<file path="config.mk">
export PLATFORM = sky130hd
export DESIGN_NAME = wm8750_i2c_responder
export DESIGN_NICKNAME = d
export VERILOG_FILES = /design/src/rtl/wm8750_pkg.sv /design/src/rtl/i2c_line_filter.sv /design/src/rtl/wm8750_i2c_responder.sv
export SDC_FILE = /design/constraint.sdc
export NUM_CORES = 2
export LEC_CHECK = 0
export ABC_AREA = 1
export CAP_MARGIN = 0
export CORE_MARGIN = 3
export CORE_UTILIZATION = 25
export CTS_BUF_LIST = sky130_fd_sc_hd__clkbuf_8 sky130_fd_sc_hd__clkbuf_16
export DETAILED_ROUTE_END_ITERATION = 10
export SKIP_LAST_GASP = 1
export SLEW_MARGIN = 15
export SYNTH_ARGS = -nofsm -noshare
export SYNTH_HDL_FRONTEND = slang
export SYNTH_SLANG_ARGS = --single-unit
</file>
<file path="constraint.sdc">
create_clock -name osc_clk -period 2.35 [get_ports osc_clk]
set_clock_uncertainty 0.15 [all_clocks]
set_input_delay 0.235 -clock osc_clk [delete_from_list [all_inputs] [get_ports osc_clk]]
set_output_delay 0.235 -clock osc_clk [all_outputs]
set_load 0.02 [all_outputs]
</file>
<file path="src/rtl/wm8750_pkg.sv">
// Shared constants and FSM state encoding for the WM8750 control-port responder.
package wm8750_pkg;

   localparam logic [6:0] DEV_ADDR_DEF = 7'h1A;
   localparam logic [6:0] REG_RESET    = 7'd15;
   localparam int         REG_ADDR_W   = 7;
   localparam int         DATA_W       = 9;
   localparam int         NUM_REGS     = 128;

   typedef enum logic [2:0] {
      IDLE,
      ADDR,
      ADDR_ACK,
      BYTE0,
      ACK0,
      BYTE1,
      ACK1,
      IGNORE
   } state_t;

endpackage

</file>
<file path="src/rtl/i2c_line_filter.sv">
// Synchroniser plus glitch filter for one open-drain I2C line; emits the
// filtered level and one-cycle rise/fall pulses.
module i2c_line_filter #(
   parameter int SYNC_STAGES = 2,
   parameter int FILT_LEN    = 3
) (
   input  logic osc_clk,
   input  logic reset_,
   input  logic line_in,
   output logic level,
   output logic rise,
   output logic fall
);

   logic [SYNC_STAGES-1:0] sync;
   logic [FILT_LEN-1:0]    hist;

   // NOTE: sequential state uses non-blocking assignments so every flop samples pre-edge values.
   always_ff @(posedge osc_clk or negedge reset_) begin
      if (!reset_) begin
         sync  <= '1;
         hist  <= '1;
         level <= 1'b1;
         rise  <= 1'b0;
         fall  <= 1'b0;
      end else begin
         sync <= {sync[SYNC_STAGES-2:0], line_in};
         hist <= {hist[FILT_LEN-2:0], sync[SYNC_STAGES-1]};
         rise <= 1'b0;
         fall <= 1'b0;
         // A new level is accepted only once the whole history window agrees.
         if ((&hist) && !level) begin
            level <= 1'b1;
            rise  <= 1'b1;
         end else if (!(|hist) && level) begin
            level <= 1'b0;
            fall  <= 1'b1;
         end
      end
   end

endmodule

</file>
<file path="src/rtl/wm8750_i2c_responder.sv">
// Write-only I2C target mirroring the WM8750 control port: ACKs writes to
// DEV_ADDR, decodes 16-bit register words and keeps a 128x9 shadow file.
module wm8750_i2c_responder
   import wm8750_pkg::*;
#(
   parameter logic [6:0] DEV_ADDR    = DEV_ADDR_DEF,
   parameter int         SYNC_STAGES = 2,
   parameter int         FILT_LEN    = 3
) (
   input  logic                  osc_clk,
   input  logic                  reset_,
   input  logic                  scl_in,
   input  logic                  sda_in,
   output logic                  sda_oe,
   output logic                  wr_valid,
   output logic [REG_ADDR_W-1:0] wr_addr,
   output logic [DATA_W-1:0]     wr_data,
   input  logic [REG_ADDR_W-1:0] rd_addr,
   output logic [DATA_W-1:0]     rd_data,
   output logic [7:0]            nack_cnt
);

   logic scl, scl_rise, scl_fall;
   logic sda, sda_rise, sda_fall;

   i2c_line_filter #(.SYNC_STAGES(SYNC_STAGES), .FILT_LEN(FILT_LEN)) u_scl_filt (
      .osc_clk (osc_clk),
      .reset_  (reset_),
      .line_in (scl_in),
      .level   (scl),
      .rise    (scl_rise),
      .fall    (scl_fall)
   );

   i2c_line_filter #(.SYNC_STAGES(SYNC_STAGES), .FILT_LEN(FILT_LEN)) u_sda_filt (
      .osc_clk (osc_clk),
      .reset_  (reset_),
      .line_in (sda_in),
      .level   (sda),
      .rise    (sda_rise),
      .fall    (sda_fall)
   );

   state_t                  state;
   logic [3:0]              bit_cnt;
   logic [7:0]              shreg;
   logic [7:0]              byte0;
   logic [DATA_W-1:0]       shadow [NUM_REGS];
   logic                    start, stop, byte_done, commit;
   logic [REG_ADDR_W-1:0]   commit_addr;
   logic [DATA_W-1:0]       commit_data;

   assign start       = sda_fall & scl;
   assign stop        = sda_rise & scl;
   assign byte_done   = scl_fall & (bit_cnt == 4'd8) & ~start & ~stop;
   assign commit      = byte_done & (state == BYTE1);
   assign commit_addr = byte0[7:1];
   assign commit_data = {byte0[0], shreg};

   // sda_oe is only ever changed on a filtered SCL fall, so the target never
   // moves SDA while SCL is high.
   always_ff @(posedge osc_clk or negedge reset_) begin
      if (!reset_) begin
         state    <= IDLE;
         bit_cnt  <= '0;
         shreg    <= '0;
         byte0    <= '0;
         sda_oe   <= 1'b0;
         wr_valid <= 1'b0;
         wr_addr  <= '0;
         wr_data  <= '0;
         nack_cnt <= '0;
      end else begin
         wr_valid <= 1'b0;
         if (start) begin
            state   <= ADDR;
            bit_cnt <= '0;
            sda_oe  <= 1'b0;
         end else if (stop) begin
            state  <= IDLE;
            sda_oe <= 1'b0;
         end else begin
            case (state)
               ADDR, BYTE0, BYTE1: begin
                  if (scl_rise) begin
                     shreg   <= {shreg[6:0], sda};
                     bit_cnt <= bit_cnt + 4'd1;
                  end else if (byte_done) begin
                     bit_cnt <= '0;
                     if (state == ADDR) begin
                        if (shreg == {DEV_ADDR, 1'b0}) begin
                           state  <= ADDR_ACK;
                           sda_oe <= 1'b1;
                        end else begin
                           state <= IGNORE;
                           if (shreg[7:1] == DEV_ADDR && nack_cnt != 8'hFF)
                              nack_cnt <= nack_cnt + 8'd1;
                        end
                     end else if (state == BYTE0) begin
                        byte0  <= shreg;
                        state  <= ACK0;
                        sda_oe <= 1'b1;
                     end else begin
                        wr_addr  <= commit_addr;
                        wr_data  <= commit_data;
                        wr_valid <= 1'b1;
                        state    <= ACK1;
                        sda_oe   <= 1'b1;
                     end
                  end
               end
               ADDR_ACK, ACK0, ACK1: begin
                  if (scl_fall) begin
                     sda_oe <= 1'b0;
                     state  <= (state == ACK0) ? BYTE1 : BYTE0;
                  end
               end
               default: ;
            endcase
         end
      end
   end

   // NOTE: the shadow file is flop-based and must read back as zero after reset, so it is reset explicitly.
   always_ff @(posedge osc_clk or negedge reset_) begin
      if (!reset_) begin
         for (int i = 0; i < NUM_REGS; i++) shadow[i] <= '0;
         rd_data <= '0;
      end else begin
         rd_data <= shadow[rd_addr];
         if (commit) begin
            if (commit_addr == REG_RESET) begin
               for (int i = 0; i < NUM_REGS; i++) shadow[i] <= '0;
               shadow[REG_RESET] <= commit_data;
            end else begin
               shadow[commit_addr] <= commit_data;
            end
         end
      end
   end

endmodule

</file>
==> metrics.txt <==
status=completed; fin crit period=2.34 ns; Critical R2R Launch=bit_cnt[0]$_DFFE_PN0P_; switching share of total power=0.274; Critical Path RT=2.89 ns; combinational power share=0.105; Tcrit/Tclk final=0.994; Synth warnings=0; # rows=175; asr flop ratio synth=1.00; number of synthesized flops with an enable pin=0; Worst-path clk slew=0.06 ns; TritonRoute pass-1 iters=7; RSZ-0062 raised after global routing=true; wirelength, routed=224,000 um; initial core utilization=0.253; critical path class=reg -> reg; drt drc=0; Worst Setup SP=bit_cnt[0]$_DFFE_PN0P_; # diodes=0; core area=229,000 um2; Mapped Area=57,700 um2; sequential share of power=0.439; most frequent cells in the layout=nand2_1 (3,009), dfrtp_1 (1,206), nand3_1 (1,058); Die ar.=237,000 um2; NetSw=13.3 mW; Routed Antenna Nets=0; largest net degree at the start of global routing=87; Worst slew margin=0.479; htree depth=4; Max IR drop VDD=0.711 mV; crit path max fanout=8; total global-route track usage=0.179; clock latency on the worst-skew pair=0.79 ns; Max Root-Sink Buffers=3; Iter 0 DRT Violations=7,066; TritonCTS clock tree=yes; P&R area growth vs syn=23.8%; Static Leakage=29.9 nW; Internal=35.3 mW; Slew @ Worst Pin=0.782 ns; Final #Nets=7,668; Die Wd=487 um; CP endpoint kind=register; Syn Nets=7,453; first-pass GRT wire length=329,000 um; setup violators final=0; io pins=46; Yosys reg bits=1,226; max frequency=428 MHz; Slew Viols, Final=0; mean post-synth cell area=7.76 um2; Fin. Hold Viols=0; Seq/Total Area, Yosys=0.532; dpl hpwl=140,000 um; min-delay worst type=in -> reg; gp weighted congestion=0.942; DR WL/cell=20.8 um; CTS Buf Count=139; clk sinks=1,226; Setup crit start kind=register; detail-routed via count per cell=5.13; main flop type after synthesis=dfrtp_1; hold_ws=0.171 ns; DIE HEIGHT=487 um; commonest non-fill, non-tap cell in the layout=nand2_1; Yosys cell types=34; DR vias=55,200; CTS Root Cell=clkbuf_16; Post-Syn Instances=7,439; Hold Startpoint=rd_addr[3]; Arrival @ worst endpoint=2.88 ns; Clock Power Share=0.456; layout cells sized above 1=0.128; setup tns final=0 ns; vias in the first global route=51,800; Max Cap Viol=0; PwrDens=681 nW/um2; GR Overflow Total=0; initial antenna violation count=2; Port Buffers=45
power groups by stage:
stage,combinational [mW],clock [mW],sequential [mW]
4_1_cts,4.92,22.5,21.4
6_report,5.09,22.2,21.4
5_1_grt,5.29,23.4,21.4
2_1_floorplan,1.93,0,21.7
3_3_place_gp,4.86,0,21.8
3_5_place_dp,4.89,0,21.8
state kept, by name, indices dropped and copies added (netlist names), 2 cells and up:
register and count:
rd_data 9, bit_cnt 4, u_scl_filt.sync 2, shadow 1152, u_sda_filt.hist 3, u_sda_filt.sync 2, u_scl_filt.hist 3, byte0 8
shreg 8, state 3, nack_cnt 8, wr_data 9, wr_addr 7
through the flow:
step / instance area (um2) / power (mW) / setup WS [ns] / utilization / cells
6_report: 71500 / 48.7 / 0.0144 / 0.313 / 10800
2_1_floorplan: 57700 / 23.7 / 0.108 / - / 7439
5_1_grt: 71500 / 50.1 / -0.0876 / 0.313 / 10800
3_5_place_dp: 64800 / 26.6 / -0.169 / 0.283 / 10400
4_1_cts: 69700 / 48.8 / -0.0504 / 0.305 / 10700
3_3_place_gp: 64800 / 26.6 / -0.181 / 0.283 / 10400
path summary, 6_finish.rpt:
path / cells after the start / endpoint / slack [ns]
min in group asynchronous: 4 / shadow[151]$_DFFE_PN0P_ / 0.53
hold reg to reg: 0 / u_scl_filt.sync[1]$_DFF_PN1_ / 0.21
setup reg to reg: 11 / shadow[234]$_DFFE_PN0P_ / 0.01
hold / removal: 9 / rd_data[6]$_DFF_PN0_ / 0.17
max in group asynchronous: 5 / shadow[818]$_DFFE_PN0P_ / 0.78
setup / recovery: 11 / shadow[234]$_DFFE_PN0P_ / 0.01
critical path, stage by stage, from the launching register on:
cell and delay (ns):
dfrtp_1 0.41, inv_2 0.10, ha_4 0.12, nand4_1 0.12, nor2_4 0.14, nand3_4 0.15
clkbuf_16 0.25, clkinv_16 0.11, buf_12 0.14, clkbuf_16 0.16, nand2_1 0.16, o21ai_0 0.23
synth_stat cells, types with 2 or more instances:
cell type  number  share of area
xnor2_1         3        0.00046
nand4_1         5        0.00054
buf_4          15         0.0020
o31ai_1        69         0.0090
nor2_4          4        0.00078
nand2_1      3090           0.20
nor4_1          2        0.00022
clkbuf_1      371          0.024
clkinv_1        5        0.00033
o21ai_1        70         0.0061
xor2_1          5        0.00076
dfstp_2        12         0.0055
inv_2          22         0.0014
inv_1          52         0.0034
buf_2          57         0.0049
dfrtp_1      1214           0.53
a21oi_1         4        0.00035
o21ai_0      1134          0.098
nor2_1        105         0.0068
nor3_1          8        0.00069
ha_1            3        0.00065
buf_6           3        0.00059
o21ai_2        37         0.0056
nor3_2          3        0.00052
nor2_2         30         0.0033
buf_1          39         0.0025
nand3_1      1060          0.092
nand2_2        11         0.0012
final cells by class:
type                            instances  area, um2
Sequential cell                      1226      30700
Multi-Input combinational cell       5650      25500
Fill cell                           24100     157000
Inverter                               80        363
Tap cell                             3009       3760
Timing Repair inverter                  2       60.1
Clock buffer                          180       4080
Timing Repair Buffer                  555       6370
Clock inverter                         71        599
cell families after synthesis:
group / synth area share
buffers and inverters: 0.0394
and+or+nand+nor: 0.307
xor gates and xnor gates: 0.00121
AOI/OAI and AO/OA: 0.120
adders and majority gates: 0.000650
DFF: 0.532
per-layer routing:
metal | part of all wire | global-route usage | wire [um]
met1 | 0.42 | 0.249 | 95300
met2 | 0.44 | 0.271 | 97900
met4 | 0.043 | 0.0716 | 9650
met3 | 0.095 | 0.0371 | 21400
met5 | 0 | 0 | 0
repair_timing:
item                                     CTS  global route
hold buffers                               5             0
resized for setup                         49           389
endpoints found under the hold margin   1217             0
endpoints found under the setup margin   499          1153
gates cloned                               1            51
setup buffers                              0            24
pin swaps                                  0             2
No activity file was read; power rests on OpenSTA's default activity.
